--- src/rtl/mem_arbiter_if.sv ---
// mem_arbiter_if: fetch port, data port and RAM port of the memory arbiter.
// The slave modport is the arbiter's view; master is the requester/RAM-side view.
interface mem_arbiter_if #(
  parameter int unsigned ADDR_W = 64,
  parameter int unsigned DATA_W = 64
);
  // Instruction fetch port
  logic              if_req;
  logic [ADDR_W-1:0] if_addr;
  logic              if_ack;
  logic [31:0]       if_rdata;
  // Data load/store port
  logic              d_req;
  logic              d_we;
  logic [ADDR_W-1:0] d_addr;
  logic [DATA_W-1:0] d_wdata;
  logic              d_ack;
  logic [DATA_W-1:0] d_rdata;
  // RAM port
  logic              ram_cs;
  logic              ram_we;
  logic [ADDR_W-1:0] ram_addr;
  logic [DATA_W-1:0] ram_wdata;
  logic [DATA_W-1:0] ram_rdata;
  logic              ram_ready;
  // Timeout indication
  logic              err;

  modport slave (
    input  if_req, if_addr, d_req, d_we, d_addr, d_wdata, ram_rdata, ram_ready,
    output if_ack, if_rdata, d_ack, d_rdata, ram_cs, ram_we, ram_addr, ram_wdata, err
  );

  modport master (
    output if_req, if_addr, d_req, d_we, d_addr, d_wdata, ram_rdata, ram_ready,
    input  if_ack, if_rdata, d_ack, d_rdata, ram_cs, ram_we, ram_addr, ram_wdata, err
  );
endinterface

--- src/rtl/mem_arbiter.sv ---
// mem_arbiter: arbitrates a fetch port and a data port onto one single-ported RAM.
// One access at a time; acks are registered; a wait counter bounds each access.
// Build option MEM_ARBITER_RR_EN: ties are broken round-robin instead of data-first.
// Assumes DATA_W >= 64 (fetch selects a 32-bit half of the low 64 bits).
module mem_arbiter #(
  parameter int unsigned ADDR_W  = 64,
  parameter int unsigned DATA_W  = 64,
  parameter int unsigned TIMEOUT = 16
) (
  input logic          clock,
  input logic          reset,
  mem_arbiter_if.slave bus
);

  localparam int unsigned CntW = (TIMEOUT > 1) ? $clog2(TIMEOUT) : 1;

  typedef enum logic [1:0] {StIdle, StFetch, StData} state_e;

  state_e            state_q, state_d;
  logic [ADDR_W-1:0] addr_q, addr_d;
  logic              we_q, we_d;
  logic [DATA_W-1:0] wdata_q, wdata_d;
  logic [CntW-1:0]   cnt_q, cnt_d;
  logic              if_ack_q, if_ack_d;
  logic              d_ack_q, d_ack_d;
  logic              err_q, err_d;
  logic [31:0]       if_rdata_q, if_rdata_d;
  logic [DATA_W-1:0] d_rdata_q, d_rdata_d;

  logic if_elig, d_elig;
  logic gnt_if, gnt_d;
  logic busy, timeout;

`ifdef MEM_ARBITER_RR_EN
  logic last_fetch_q, last_fetch_d;
`endif

  assign busy    = (state_q != StIdle);
  assign timeout = ~bus.ram_ready && (cnt_q == CntW'(TIMEOUT - 1));

  // Grant selection; a requester being acked this cycle still holds req but is done.
  always_comb begin
    if_elig = bus.if_req & ~if_ack_q;
    d_elig  = bus.d_req & ~d_ack_q;
`ifdef MEM_ARBITER_RR_EN
    gnt_d   = d_elig & (~if_elig | last_fetch_q);
`else
    gnt_d   = d_elig;
`endif
    gnt_if  = if_elig & ~gnt_d;
  end

`ifdef MEM_ARBITER_RR_EN
  // Track the winner of the most recent grant so the next tie goes the other way.
  always_comb begin
    last_fetch_d = last_fetch_q;
    if (state_q == StIdle && (gnt_if || gnt_d)) begin
      last_fetch_d = gnt_if;
    end
  end

  // Round-robin pointer; resets to "fetch won last" so the first tie goes to data.
  always_ff @(posedge clock or posedge reset) begin
    if (reset) begin
      last_fetch_q <= 1'b1;
    end else begin
      last_fetch_q <= last_fetch_d;
    end
  end
`endif

  // Next-state logic: grant in idle, wait for ready or timeout while busy.
  always_comb begin
    state_d    = state_q;
    addr_d     = addr_q;
    we_d       = we_q;
    wdata_d    = wdata_q;
    cnt_d      = cnt_q;
    if_ack_d   = 1'b0;
    d_ack_d    = 1'b0;
    err_d      = 1'b0;
    if_rdata_d = if_rdata_q;
    d_rdata_d  = d_rdata_q;

    unique case (state_q)
      StIdle: begin
        if (gnt_d) begin
          state_d = StData;
          addr_d  = bus.d_addr;
          we_d    = bus.d_we;
          wdata_d = bus.d_wdata;
          cnt_d   = '0;
        end else if (gnt_if) begin
          state_d = StFetch;
          addr_d  = bus.if_addr;
          we_d    = 1'b0;
          wdata_d = '0;
          cnt_d   = '0;
        end
      end
      StFetch, StData: begin
        if (bus.ram_ready || timeout) begin
          state_d = StIdle;
          err_d   = timeout;
          if (state_q == StFetch) begin
            if_ack_d = 1'b1;
            if (timeout) begin
              if_rdata_d = '0;
            end else begin
              if_rdata_d = addr_q[2] ? bus.ram_rdata[63:32] : bus.ram_rdata[31:0];
            end
          end else begin
            d_ack_d = 1'b1;
            // Stores leave the previous load data in place.
            if (!we_q) begin
              d_rdata_d = timeout ? '0 : bus.ram_rdata;
            end
          end
        end else begin
          cnt_d = cnt_q + CntW'(1);
        end
      end
      default: state_d = StIdle;
    endcase
  end

  // State and datapath registers; reset drops any in-flight access.
  always_ff @(posedge clock or posedge reset) begin
    if (reset) begin
      state_q    <= StIdle;
      addr_q     <= '0;
      we_q       <= 1'b0;
      wdata_q    <= '0;
      cnt_q      <= '0;
      if_ack_q   <= 1'b0;
      d_ack_q    <= 1'b0;
      err_q      <= 1'b0;
      if_rdata_q <= '0;
      d_rdata_q  <= '0;
    end else begin
      state_q    <= state_d;
      addr_q     <= addr_d;
      we_q       <= we_d;
      wdata_q    <= wdata_d;
      cnt_q      <= cnt_d;
      if_ack_q   <= if_ack_d;
      d_ack_q    <= d_ack_d;
      err_q      <= err_d;
      if_rdata_q <= if_rdata_d;
      d_rdata_q  <= d_rdata_d;
    end
  end

  // RAM drive is a pure function of state so reset clears it without waiting for a clock.
  always_comb begin
    bus.ram_cs    = busy;
    bus.ram_we    = (state_q == StData) && we_q;
    bus.ram_addr  = busy ? addr_q : '0;
    bus.ram_wdata = (state_q == StData) ? wdata_q : '0;
  end

  assign bus.if_ack   = if_ack_q;
  assign bus.d_ack    = d_ack_q;
  assign bus.err      = err_q;
  assign bus.if_rdata = if_rdata_q;
  assign bus.d_rdata  = d_rdata_q;

endmodule
--- src/flat_wrapper.sv ---
// flat-port wrapper written by rule: the top's interface ports become plain ports
module mem_arbiter_flat 
#(
  parameter int unsigned ADDR_W  = 64,
  parameter int unsigned DATA_W  = 64,
  parameter int unsigned TIMEOUT = 16
)
  (clock, reset, bus_if_req, bus_if_addr, bus_d_req, bus_d_we, bus_d_addr, bus_d_wdata, bus_ram_rdata, bus_ram_ready, bus_if_ack, bus_if_rdata, bus_d_ack, bus_d_rdata, bus_ram_cs, bus_ram_we, bus_ram_addr, bus_ram_wdata, bus_err);
  mem_arbiter_if #(.ADDR_W(ADDR_W), .DATA_W(DATA_W)) bus_i ();
  input logic clock;
  input logic reset;
  input wire logic [$bits(bus_i.if_req)-1:0] bus_if_req;
  input wire logic [$bits(bus_i.if_addr)-1:0] bus_if_addr;
  input wire logic [$bits(bus_i.d_req)-1:0] bus_d_req;
  input wire logic [$bits(bus_i.d_we)-1:0] bus_d_we;
  input wire logic [$bits(bus_i.d_addr)-1:0] bus_d_addr;
  input wire logic [$bits(bus_i.d_wdata)-1:0] bus_d_wdata;
  input wire logic [$bits(bus_i.ram_rdata)-1:0] bus_ram_rdata;
  input wire logic [$bits(bus_i.ram_ready)-1:0] bus_ram_ready;
  output wire logic [$bits(bus_i.if_ack)-1:0] bus_if_ack;
  output wire logic [$bits(bus_i.if_rdata)-1:0] bus_if_rdata;
  output wire logic [$bits(bus_i.d_ack)-1:0] bus_d_ack;
  output wire logic [$bits(bus_i.d_rdata)-1:0] bus_d_rdata;
  output wire logic [$bits(bus_i.ram_cs)-1:0] bus_ram_cs;
  output wire logic [$bits(bus_i.ram_we)-1:0] bus_ram_we;
  output wire logic [$bits(bus_i.ram_addr)-1:0] bus_ram_addr;
  output wire logic [$bits(bus_i.ram_wdata)-1:0] bus_ram_wdata;
  output wire logic [$bits(bus_i.err)-1:0] bus_err;
  assign bus_i.if_req = bus_if_req;
  assign bus_i.if_addr = bus_if_addr;
  assign bus_i.d_req = bus_d_req;
  assign bus_i.d_we = bus_d_we;
  assign bus_i.d_addr = bus_d_addr;
  assign bus_i.d_wdata = bus_d_wdata;
  assign bus_i.ram_rdata = bus_ram_rdata;
  assign bus_i.ram_ready = bus_ram_ready;
  assign bus_if_ack = bus_i.if_ack;
  assign bus_if_rdata = bus_i.if_rdata;
  assign bus_d_ack = bus_i.d_ack;
  assign bus_d_rdata = bus_i.d_rdata;
  assign bus_ram_cs = bus_i.ram_cs;
  assign bus_ram_we = bus_i.ram_we;
  assign bus_ram_addr = bus_i.ram_addr;
  assign bus_ram_wdata = bus_i.ram_wdata;
  assign bus_err = bus_i.err;
  mem_arbiter #(.ADDR_W(ADDR_W), .DATA_W(DATA_W), .TIMEOUT(TIMEOUT)) u_core (.clock(clock), .reset(reset), .bus(bus_i));
endmodule
--- config.mk ---
export PLATFORM = sky130hd
export DESIGN_NAME = mem_arbiter_flat
export DESIGN_NICKNAME = d
export VERILOG_FILES = /design/src/rtl/mem_arbiter_if.sv /design/src/rtl/mem_arbiter.sv /design/src/flat_wrapper.sv
export SDC_FILE = /design/constraint.sdc
export NUM_CORES = 1
export LEC_CHECK = 0
export CORE_AREA = 2 2 192 194
export CTS_CLUSTER_DIAMETER = 40
export CTS_CLUSTER_SIZE = 24
export DETAILED_ROUTE_END_ITERATION = 10
export DIE_AREA = 0 0 194 196
export PLACE_DENSITY = 0.68
export RECOVER_POWER = 100
export SLEW_MARGIN = 20
export SYNTH_ARGS = -nofsm -noshare
export SYNTH_HDL_FRONTEND = slang
export SYNTH_SLANG_ARGS = --single-unit
export TNS_END_PERCENT = 100
--- constraint.sdc ---
create_clock -name clock -period 11.5 [get_ports clock]
set_input_delay 2.3 -clock clock [delete_from_list [all_inputs] [get_ports clock]]
set_output_delay 2.3 -clock clock [all_outputs]
set_load 0.02 [all_outputs]
==> qor.txt, run 1 <==
Status - finished, violations left
Failing checks - capacitance limit, slew limit
Final Max Tran Viols - 547
Hpwl dp - 24600 µm
YS warnings - 0
#FFs+latches synth - 234
Mean Syn Cell Area - 11.5 µm²
Wirelength per Cell - 18.6 µm
DR vias/cell - 4.69
Maxcap violations - 8
Clock transition at path regs - 0.05 ns
Via Count - 8754
Yosys top cell area share - 0.571
Cell with the most instances after synthesis - dfrtp_1
DP Area - 15500 µm²
First-pass GRT wire length - 53000 µm
# IOs - 491
EDFF count, synth - 0
CP Max Fanout - 91
Share of layout cells above drive strength 1 - 0.0616
Setup Skew - 0.0138 ns
Kind of critical path - primary input to register
Clock buffer depth - 3
Element type at the critical path end - register
FP Rows - 70
Setup TNS - 0 ns
Drt initial violations - 269
Post-Syn Nets - 1162
Fin. Hold Viols - 0
Nets - 1634
Final min period - 7.10 ns
Area taken by multi-input logic gates - 4030 µm²
CTS buffer count - 40
Sequential Power Share - 0.301
Clock latency on the worst-skew pair - 0.51 ns
Sequential Area - 5860 µm²
RSZ-0062 raised after global routing - false
Max VDD drop - 171 µV
Pleak - 0.00771 µW
Sw Pwr - 1780 µW
# setup viols final - 0
CTS tree - yes
Critical path launch point type - primary input
Min-Delay Path Class - register to register
Sequential fraction of the synthesis area - 0.571
Period utilisation layout - 0.618
Final Instance Area - 16800 µm²
Die area - 38000 µm²
Layout fillers - 3388
H-tree levels - 2
Initial Utilization - 0.284
Biggest area consumer among synthesized cells - dfrtp_1
Post-CTS setup buffers - 0
Flop2flop setup slack - 4.46 ns
Top cells by area, synth - dfrtp_1 57%, a22o_1 11%, mux2i_1 9.4%
Initial antenna violation count - 2
Antenna-violating nets left - 0
Mapped Area - 10300 µm²
Largest net degree at the start of global routing - 105
CTS Hold Buffers Added - 0
Residual DRC - 0
Slew @ Worst Pin - 4.69 ns
Area grow syn2layout - 64.0%
Post-CTS sizing - 0
Power per cell area - 276 nW/µm²
TritonRoute pass-1 iters - 4
Post-synth ARST share - 1.00
Port Buffer Count - 490
Chip Width - 194 µm
CTS sink cnt - 234
Clock network fraction of total power - 0.255
Worst Path Required - 11.93 ns
Post-Synthesis Cells - 895
Total GRT Usage - 0.176
CTS root buf - clkbuf_16
Routability Congestion - 0.809
Die H - 196 µm
Detailed Route WL - 34700 µm
Total gr overflow - 0
Synth cell types - 30
Switch share - 0.383
Post-synth top flop - dfrtp_1
Combinational Power Share - 0.444
Slew HR - -2.15
Vias in the first global route - 9041
Critical path arrival - 7.53 ns
Core area - 36100 µm²
Post-synth top cells - 234 x dfrtp_1, 131 x a22o_1, 101 x nand2_1, 96 x mux2i_1, 66 x nor2b_1
Max Freq - 141 MHz
Internal Power - 2870 µW
-- metrics by stage --
| stage | worst slack, ns | util | instances | total power [µW] | hold WS [ns] |
|---|---|---|---|---|---|
| final | 4.40 | 0.466 | 1866 | 4650 | 0.467 |
| after global routing | 3.59 | 0.466 | 1866 | 4920 | 0.498 |
| after CTS | 6.33 | 0.468 | 1865 | 4820 | 0.479 |
| after detailed placement | 6.23 | 0.430 | 1793 | 3610 | 0.468 |
| after global placement | 6.32 | 0.430 | 1793 | 3570 | 0.461 |
| after floorplan | 2.78 | - | 895 | 2630 | 0.448 |
-- power by group through the flow --
| stage | sequential (µW) | clock [µW] | combinational [µW] |
|---|---|---|---|
| after floorplan | 1550 | 0 | 1090 |
| after global placement | 1400 | 0 | 2170 |
| after detailed placement | 1410 | 0 | 2200 |
| after CTS | 1400 | 1210 | 2210 |
| after global routing | 1440 | 1250 | 2230 |
| final | 1400 | 1180 | 2070 |
-- state kept, by name (all words and copies together), names as in the netlist --
signal,cells
u_core.addr_q,64
u_core.wdata_q,64
u_core.we_q,1
u_core.bus.d_rdata,64
u_core.bus.if_ack,1
u_core.bus.err,1
u_core.bus.d_ack,1
u_core.bus.if_rdata,32
u_core.state_q,2
u_core.cnt_q,4
-- path summary, 6_finish.rpt --
path,startpoint,end,cells past startpoint
min in group asynchronous,reset,u_core.addr_q[18],2
min,u_core.addr_q[16],u_core.addr_q[16],2
min reg2reg,u_core.addr_q[16],u_core.addr_q[16],2
max,bus_d_req,u_core.wdata_q[20],6
max in group asynchronous,reset,u_core.wdata_q[30],3
max reg2reg,u_core.state_q[0],u_core.wdata_q[22],7
-- logic make-up after synthesis --
family                   share of synthesized area
AO/OA/AOI/OAI                                0.164
multiplexers                                0.0948
flip-flops                                   0.571
buffers and inverters                       0.0354
AND/OR/NAND/NOR                              0.128
adder cells (fa/ha/maj)                    0.00610
-- cells in the final DEF (no fill, tap or decap), types with 6 or more instances in the layout --
cell / count
clkdlybuf4s50_1: 307
inv_6: 8
a22o_1: 131
clkinvlp_4: 7
dlygate4sd3_1: 183
o21ai_0: 93
and2_1: 18
and2_0: 47
buf_4: 6
clkbuf_1: 8
nand2_1: 101
mux2i_1: 96
nor2b_1: 66
dfrtp_1: 233
clkbuf_16: 41
-- worst max-delay path, stage by stage --
cell and delay [ns]:
dlygate4sd3_1 0.56, nor2b_1 0.15, o21ai_0 0.90, clkbuf_1 2.28, buf_4 0.97, a22o_1 0.27
-- metal layers --
layer  up-vias  wire, µm  track usage
li1       4103         -            -
met1      4218     14400        0.219
met2       366     16600        0.293
met3        65      2750       0.0545
met4         2       918       0.0556
met5         -        10            0
-- final cells by class --
type / instances / area share
Clock buffer: 48 / 0.0656
Clock inverter: 24 / 0.0145
Timing Repair Buffer: 502 / 0.296
Tap cell: 468 / 0.0348
Multi-Input combinational cell: 585 / 0.240
Sequential cell: 234 / 0.348
Antenna cell: 1 / 0.000149
Inverter: 4 / 0.000968
Note: power is estimated with default switching activity, not from simulation.
==> run 2, diff against run 1 <==
clock period = 7.44 ns   (was 11.5 ns; I/O delays follow)
==> qor.txt, run 2 (synthesis results as in run 1) <==
CP peak stage delay - 1.70 ns (-0.58 ns)
Area grow syn2layout - 64.0% (about the same)
CTS Hold Buffers Added - 0 (unchanged)
Most common cell after layout, fill and taps aside - clkdlybuf4s50_1
Antenna-violating nets left - 0 (unchanged)
RSZ-0062 raised after global routing - false
Most frequent cells in the layout - 302 x clkdlybuf4s50_1, 233 x dfrtp_1, 188 x dlygate4sd3_1
Max Freq - 186 MHz
Pleak - 0.00774 µW (+0.35%)
Clock buffer depth - 3 (unchanged)
Residual DRC - 0 (unchanged)
Element type at the critical path end - output port
Detailed Route WL - 34800 µm (+0.23%)
Cell chain of the critical path - inv_1, ha_1, clkbuf_1, and2_0, clkdlybuf4s50_1
Worst r2r dst - u_core.wdata_q[11]
Hold Crit Start - u_core.addr_q[36]
Clock latency on the worst-skew pair - 0.52 ns (about the same)
Crit-path leading delay family - buffers and inverters
CTS buffer count - 41 (+2.5%)
Setup TNS - 0 ns (unchanged)
Reg2reg path depth - 7 (unchanged)
CTS root buf - clkbuf_16
Slew @ Worst Pin - 3.19 ns (-1.50 ns)
Via Count - 8681 (-0.83%)
Total gr overflow - 0 (unchanged)
Die H - 196 µm (unchanged)
Routability Congestion - 0.796 (-1.7%)
Setup Skew - 0.0182 ns (+0.00439 ns)
Layout fillers - 3342 (-1.4%)
Kind of critical path - register to output port
TritonRoute pass-1 iters - 4 (unchanged)
Port Buffer Count - 490 (unchanged)
Maxcap violations - 4 (-4)
Failing checks - capacitance limit, slew limit
Initial antenna violation count - 1 (-1)
Final Max Tran Viols - 231 (-58%)
Period utilisation layout - 0.723
Drt initial violations - 240 (-11%)
First-pass GRT wire length - 52800 µm (-0.43%)
FP Rows - 70 (unchanged)
Final min period - 5.38 ns
Total GRT Usage - 0.175 (-0.00136)
Nets - 1636 (+0.12%)
Post-CTS setup buffers - 0 (unchanged)
GRT met2 Usage - 0.300 (+0.00685)
CP Max Fanout - 65 (-29%)
M1 GR Usage - 0.210 (-0.00846)
Status - finished, violations left
Critical path launch point type - register
H-tree levels - 2 (unchanged)
Share of layout cells above drive strength 1 - 0.0635 (+0.00197)
Initial Utilization - 0.284 (unchanged)
Wirelength per Cell - 18.6 µm (about the same)
Max VDD drop - 233 µV (+37%)
CP max-delay cell - clkbuf_1
CTS tree - yes
Flop2flop setup slack - 3.13 ns (-1.33 ns)
Vias in the first global route - 9140 (+1.1%)
Die area - 38000 µm² (unchanged)
Hpwl dp - 24400 µm (-0.64%)
Largest net degree at the start of global routing - 166 (+58%)
Chip Width - 194 µm (unchanged)
Power per cell area - 422 nW/µm² (+53%)
Min-Delay Path Class - register to register
Fin util - 0.466 (about the same)
Worst Hold Slack - 0.467 ns (+0.000911 ns)
Slew HR - -1.13 (+1.02)
Critical path arrival - 3.89 ns (-3.64 ns)
Sequential Area - 5860 µm² (unchanged)
Worst R2R Start - u_core.state_q[1]
Met3 Resource Use GR - 0.0526 (-0.00189)
# setup viols final - 0 (unchanged)
DR vias/cell - 4.64 (-1.0%)
Area taken by multi-input logic gates - 4040 µm² (+0.28%)
Post-CTS sizing - 0 (unchanged)
Crit path buffers/inverters - 3 (unchanged)
GR peak layer - met2
Clock transition at path regs - 0.05 ns (about the same)
# IOs - 491 (unchanged)
Fin. Hold Viols - 0 (unchanged)
Core area - 36100 µm² (unchanged)
Worst Path Required - 5.95 ns (-5.98 ns)
Worst Hold Depth - 2 (unchanged)
WHS Endpoint - u_core.addr_q[36]
CTS sink cnt - 234 (unchanged)
==> run 2: changes by cell type in the layout (fill, tap and decap cells not counted) <==
cell / change
buf_4: +2
buf_12: +1
clkbuf_8: -1
inv_8: -3
and2_0: -4
inv_6: -3
clkdlybuf4s50_1: -5
o21ai_0: -1
dlygate4sd3_1: +5
o21ai_4: +1
clkinv_2: +7
clkbuf_1: +2
and2_1: +4
clkinv_4: -1
==> run 2: worst max path at each step <==
stage	startpoint	end	slack [ns]	cells after the start
global placement	bus_d_req	u_core.addr_q[58]	3.42	5
detailed placement	bus_d_req	u_core.addr_q[63]	3.37	5
finish	u_core.state_q[0]	bus_ram_wdata[56]	2.06	5
global route	u_core.state_q[0]	bus_ram_wdata[55]	1.72	5
CTS	u_core.state_q[0]	bus_ram_addr[59]	3.28	5
floorplan	reset	u_core.addr_q[0]	2.89	1
==> run 2: worst reg2reg max path: cells and delay by family (launching register included) <==
kind | cells | cell delay [ns]
fa+ha+maj | 1 | 0.20
buf+inv | 4 | 3.12
simple gates | 1 | 0.13
flops | 1 | 0.39
compound gates | 1 | 0.41
==> run 2: per-stage QoR <==
step	worst slack (ns)	power, µW	std cells	cell area [µm²]
floorplan	2.89	4070	895	10300
CTS	3.28	7390	1869	16900
finish	2.06	7100	1870	16800
global placement	3.42	5500	1794	15500
detailed placement	3.37	5550	1794	15500
global route	1.72	7520	1869	16800
==> run 2: power breakdown <==
| group | internal, µW | leakage (µW) | total, µW | switching, µW |
|---|---|---|---|---|
| Clock | 1130 | 0.000632 | 1780 | 650 |
| Sequential | 1850 | 0.00295 | 2150 | 300 |
| Combinational | 1410 | 0.00416 | 3170 | 1760 |
==> run 2: area by class of cell <==
type / count / area share
Antenna cell: 1 / 0.000149
Clock buffer: 51 / 0.0656
Clock inverter: 24 / 0.0125
Inverter: 4 / 0.000967
Multi-Input combinational cell: 585 / 0.240
Sequential cell: 234 / 0.348
Tap cell: 468 / 0.0348
Timing Repair Buffer: 503 / 0.297
==> run 2: per-layer routing <==
| layer | vias up | share of wire |
|---|---|---|
| met2 | 359 | 0.48 |
| met4 | 0 | 0.028 |
| met3 | 60 | 0.077 |
| met5 | - | 0 |
| met1 | 4155 | 0.41 |
| li1 | 4107 | - |
==> RTL change 1, RTL diff (settings of run 1) <==
Encoding of `state_e`: now one-hot (3 bits for 3 states).
--- a/src/rtl/mem_arbiter.sv
+++ b/src/rtl/mem_arbiter.sv
@@ -14,7 +14,7 @@
 
   localparam int unsigned CntW = (TIMEOUT > 1) ? $clog2(TIMEOUT) : 1;
 
-  typedef enum logic [1:0] {StIdle, StFetch, StData} state_e;
+  typedef enum logic [2:0] {StIdle = 3'b001, StFetch = 3'b010, StData = 3'b100} state_e;
 
   state_e            state_q, state_d;
   logic [ADDR_W-1:0] addr_q, addr_d;
Function: same outputs for any inputs over 4 cycles, from zero or initial values and one cycle with reset high; so few cycles prove little.
==> RTL change 1 against run 1 <==
- design area is 2.1% higher
- total power decreased by 2.6%
- routed wire length increased by 0.61%
- critical path type unchanged
- sequential cell count increased by 1
- the flow still finishes with violations (capacitance limit, slew limit)
- synthesized area rose by 5.4%
- clock skew down 0.0011 ns
- die area unchanged
- setup slack improved by 0.27 ns
==> RTL change 1: results <==
group,metric,value,unit
outcome,outcome,"finished, violations left",
outcome,violations,"capacitance limit, slew limit",
worst_setup_path,crit_fanout,101,
grt,grt_pass1_vias,9487,
worst_setup_path,critPathArrivalTime,7.20,ns
clocking,clockBufferDepth,3,
layout,n_antenna_cell,0,
worst_hold_path,hold_class,"reg -> reg",
clocking,postCtsResizedCells,0,
drt,dr_total_vias,9288,
layout,layoutNonFillerInstCount,1983,
clocking,cts_buffers,38,
sta,slew_violations,477,
yosys,seq_area_frac_synth,54.5,%
layout,fillers,3407,
clocking,insertion_delay,0.53,ns
worst_setup_path,slowest_stage,"a21o_1",
yosys,synthFlopType,"dfrtp_1",
worst_setup_path,crit_family,"compound AO/OA/AOI/OAI gates",
sta,clock_skew,0.0127,ns
yosys,synth_cell_type_count,36,
sta,relSlewSlack,-245,%
worst_setup_path,slowest_delay,2.27,ns
grt,grt_use_total,17.7,%
layout,fin_nets,1752,
pwr,max-vdd-ir-drop,0.142,mV
drt,first_pass_iters,5,
yosys,yosys_warnings,0,
place,io_buffers,490,
clocking,clkTransAtPathRegs,0.05,ns
yosys,netlist_top_cells_area,"dfrtp_1, mux2i_1, nand2_1, and2_1, a22o_1",
yosys,syn_nets,1299,
flow_run,drv_cap,6,
yosys,synth_common_cells,"dfrtp_1, nand2_1, and2_1, mux2i_1, o21ai_0",
grt,grt_max_degree,114,
yosys,synth_cells,1036,
layout,drive_gt1_share,5.48,%
clocking,root_buffer,"clkbuf_16",
clocking,post-cts-setup-buffers,0,
place,place_congestion,0.816,
pwr,p_leak,7.98,nW
grt,grt_pass1_wl,53.6,mm
place,hpwl,24.7,mm
drt,wl_per_cell,17.6,µm
grt,antenna_found_initial,1,
drt,drt_iter0_markers,332,
place,placed_cells,1917,
-- RTL change 1: routing by layer --
metal,GRT usage [%],share of wire [%],vias to the layer above
met5,0,0.037,-
met4,6.34,3.1,2
met3,6.14,9.4,69
met2,30.2,48,386
met1,20.5,39,4383
li1,-,-,4448
-- RTL change 1: final timing paths --
path,startpoint,end,slack (ns),cells after the start
setup / recovery,bus_d_req,u_core.addr_q[17]$_DFFE_PP0P_,4.66,5
hold / removal,u_core.addr_q[23]$_DFFE_PP0P_,u_core.addr_q[23]$_DFFE_PP0P_,0.47,2
setup reg to reg,u_core.bus.d_ack$_DFF_PP0_,u_core.addr_q[17]$_DFFE_PP0P_,6.52,4
hold reg to reg,u_core.addr_q[23]$_DFFE_PP0P_,u_core.addr_q[23]$_DFFE_PP0P_,0.47,2
max in group asynchronous,reset,u_core.addr_q[18]$_DFFE_PP0P_,5.14,3
min in group asynchronous,reset,u_core.bus.d_rdata[20]$_DFFE_PP0P_,3.80,2
-- RTL change 1: cells by family (layout without fill, tap and decap cells) --
| logic type | Yosys count | count (layout) | synth area share [%] |
|---|---|---|---|
| AOI/OAI and AO/OA | 235 | 235 | 15.0 |
| xor gates and xnor gates | 1 | 1 | 0.0811 |
| adders and majority gates | 1 | 1 | 0.116 |
| buffers and inverters | 89 | 568 | 4.52 |
| DFF | 235 | 235 | 54.5 |
| muxes | 96 | 96 | 8.90 |
| and+or+nand+nor | 379 | 379 | 16.9 |
-- RTL change 1: tightest hold or removal path, delay by kind of cell, from the launching register on --
family | cells | cell delay (ns)
AOI/OAI and AO/OA | 1 | 0.05
DFF | 1 | 0.33
and+or+nand+nor | 1 | 0.04
-- RTL change 1: layout make-up --
type	count	area, µm²	area share (%)
Sequential cell	235	5880	34.3
Timing Repair Buffer	500	4970	28.9
Multi-Input combinational cell	712	4360	25.4
Clock buffer	45	1030	5.98
Tap cell	468	586	3.41
Clock inverter	21	337	1.96
Inverter	2	8.76	0.0510
-- RTL change 1: power by group --
group / internal (mW) / switching, mW
clock network: 0.783 / 0.428
logic: 0.858 / 1.07
registers: 1.20 / 0.188
-- RTL change 1: per-stage QoR --
step                      cell area, µm²  worst slack, ns  util [%]
final                              17200             4.66      47.6
after global routing               17200             4.14      47.6
after CTS                          17300             6.23      47.9
after detailed placement           15900             6.24      44.1
after global placement             15900             6.34      44.1
after floorplan                    10800             2.76         -
==> RTL change 2, RTL diff (flow settings as in run 1) <==
Without the edit above. `TIMEOUT` is set to 16 in 2 places; all go to 32.
--- a/src/rtl/mem_arbiter.sv
+++ b/src/rtl/mem_arbiter.sv
@@ -5,7 +5,7 @@
 module mem_arbiter #(
   parameter int unsigned ADDR_W  = 64,
   parameter int unsigned DATA_W  = 64,
-  parameter int unsigned TIMEOUT = 16
+  parameter int unsigned TIMEOUT = 32
 ) (
   input logic          clock,
   input logic          reset,
--- a/src/flat_wrapper.sv
+++ b/src/flat_wrapper.sv
@@ -3,7 +3,7 @@
 #(
   parameter int unsigned ADDR_W  = 64,
   parameter int unsigned DATA_W  = 64,
-  parameter int unsigned TIMEOUT = 16
+  parameter int unsigned TIMEOUT = 32
 )
   (clock, reset, bus_if_req, bus_if_addr, bus_d_req, bus_d_we, bus_d_addr, bus_d_wdata, bus_ram_rdata, bus_ram_ready, bus_if_ack, bus_if_rdata, bus_d_ack, bus_d_rdata, bus_ram_cs, bus_ram_we, bus_ram_addr, bus_ram_wdata, bus_err);
   mem_arbiter_if #(.ADDR_W(ADDR_W), .DATA_W(DATA_W)) bus_i ();
Check against the original RTL: not settled (the Yosys comparison gave no result); the edit may change what the design does.
==> RTL change 2 against run 1 <==
- the flow still finishes with violations (capacitance limit, slew limit)
- design area increased by 2.6%
- clock power about the same
- setup slack improved by 0.16 ns
- maximum frequency increased by 2.3%
- routed wire length increased by 4.2%
- sequential share of layout area decreased by 0.74 points
- total power about the same
- via count increased by 7.3%
- sequential cell count increased by 1
- synthesized area increased by 4.5%
==> RTL change 2: results <==
group,metric,value,unit
worst_setup_path,crit_fanout,100,
worst_hold_path,hold_class,"reg -> reg",
outcome,outcome,"finished, violations left",
grt,grt_pass1_wl,55.0,mm
clocking,clockBufferDepth,3,
yosys,synthFlopType,"dfrtp_1",
yosys,synth_edf_count,0,
pwr,max-vdd-ir-drop,0.293,mV
drt,drt_iter0_markers,453,
grt,grt_max_degree,104,
sta,relSlewSlack,-230,%
yosys,synth_common_cells,"dfrtp_1, nand2_1, nand3_1, nor2b_1, o21ai_1",
clocking,post-cts-setup-buffers,0,
pwr,switching_share,38.9,%
drt,dr_total_vias,9390,
drt,first_pass_iters,5,
grt,grt_pass1_vias,9506,
place,hpwl,25.5,mm
drt,wirelength,36.2,mm
layout,drive_gt1_share,7.82,%
yosys,seq_area_frac_synth,54.9,%
layout,fillers,3403,
clocking,postCtsResizedCells,0,
place,place_congestion,0.800,
clocking,root_buffer,"clkbuf_16",
clocking,cts_max_level,2,
clocking,insertion_delay,0.52,ns
layout,fin_nets,1746,
sta,clock_skew,0.0206,ns
clocking,clkTransAtPathRegs,0.05,ns
sta,slew_violations,434,
yosys,synth_cell_type_count,33,
grt,grt_use_total,18.2,%
worst_hold_path,whs_path_depth,2,
pwr,p_leak,8.01,nW
yosys,netlist_top_cells_area,"dfrtp_1, nand2_1, mux2i_1, a22o_1, nor2b_1",
clocking,cts_buffers,38,
layout,n_antenna_cell,0,
outcome,violations,"capacitance limit, slew limit",
flow_run,drv_cap,7,
grt,antenna_found_initial,0,
worst_setup_path,critPathArrivalTime,7.27,ns
yosys,syn_nets,1289,
RTL change 2: cell count changes in the layout (fill, tap and decap cells not counted), sizes merged, moves of 32 or more:
cell,change
a22o,-66
a32o,+32
mux2i,-32
nand2,+99
nand3,+66
RTL change 2: critical path, stage by stage:
cell           delay (ns)
dlygate4sd3_1        0.58
nor2b_1              0.20
o21ai_4              0.15
clkbuf_1             2.77
buf_4                0.99
o21ai_0              0.25
RTL change 2: worst paths after layout:
check                                                   start                                 end  slack (ns)
min in group asynchronous                               reset  u_core.bus.d_rdata[25]$_DFFE_PP0P_        3.76
max in group asynchronous                               reset       u_core.addr_q[23]$_DFFE_PP0P_        5.24
setup / recovery                                    bus_d_req        u_core.addr_q[9]$_DFFE_PP0P_        4.56
setup reg to reg                u_core.state_q[0]$_DFFE_PP0P_        u_core.addr_q[9]$_DFFE_PP0P_        5.07
hold / removal             u_core.bus.d_rdata[46]$_DFFE_PP0P_  u_core.bus.d_rdata[46]$_DFFE_PP0P_        0.46
hold reg to reg            u_core.bus.d_rdata[46]$_DFFE_PP0P_  u_core.bus.d_rdata[46]$_DFFE_PP0P_        0.46
RTL change 2: layout make-up:
type | instances | area share [%]
Inverter | 5 | 0.116
Sequential cell | 235 | 34.1
Clock buffer | 44 | 5.88
Tap cell | 468 | 3.39
Timing Repair Buffer | 504 | 28.9
Multi-Input combinational cell | 694 | 25.7
Clock inverter | 26 | 1.91
RTL change 2: kinds of logic (layout without fill, tap and decap cells):
family | Yosys count | in the layout | synth area share, %
buffers and inverters | 92 | 579 | 4.02
muxes | 96 | 96 | 9.35
DFF | 235 | 235 | 54.9
and+or+nand+nor | 421 | 421 | 19.1
AOI/OAI and AO/OA | 171 | 171 | 11.9
adders and majority gates | 6 | 6 | 0.701
RTL change 2: per-stage QoR:
step           instances  setup slack, ns  instance area [µm²]
2_1_floorplan       1021             2.75                10700
3_5_place_dp        1906             6.38                15900
4_1_cts             1976             6.23                17300
5_1_grt             1976             4.13                17200
3_3_place_gp        1906             6.46                15900
6_report            1976             4.56                17200
RTL change 2: power by group through the flow:
stage | Clock (mW) | Combinational (mW) | Sequential, mW
2_1_floorplan | 0 | 1.11 | 1.55
3_5_place_dp | 0 | 2.23 | 1.41
6_report | 1.18 | 2.08 | 1.39
3_3_place_gp | 0 | 2.20 | 1.40
4_1_cts | 1.20 | 2.23 | 1.40
5_1_grt | 1.24 | 2.25 | 1.44
RTL change 2: routing by layer:
layer	part of all wire, %	global-route usage (%)	wire (µm)
met2	50	31.4	18100
met5	0	0	0
met1	41	22.5	14700
met3	7.6	5.09	2770
met4	1.7	4.38	625
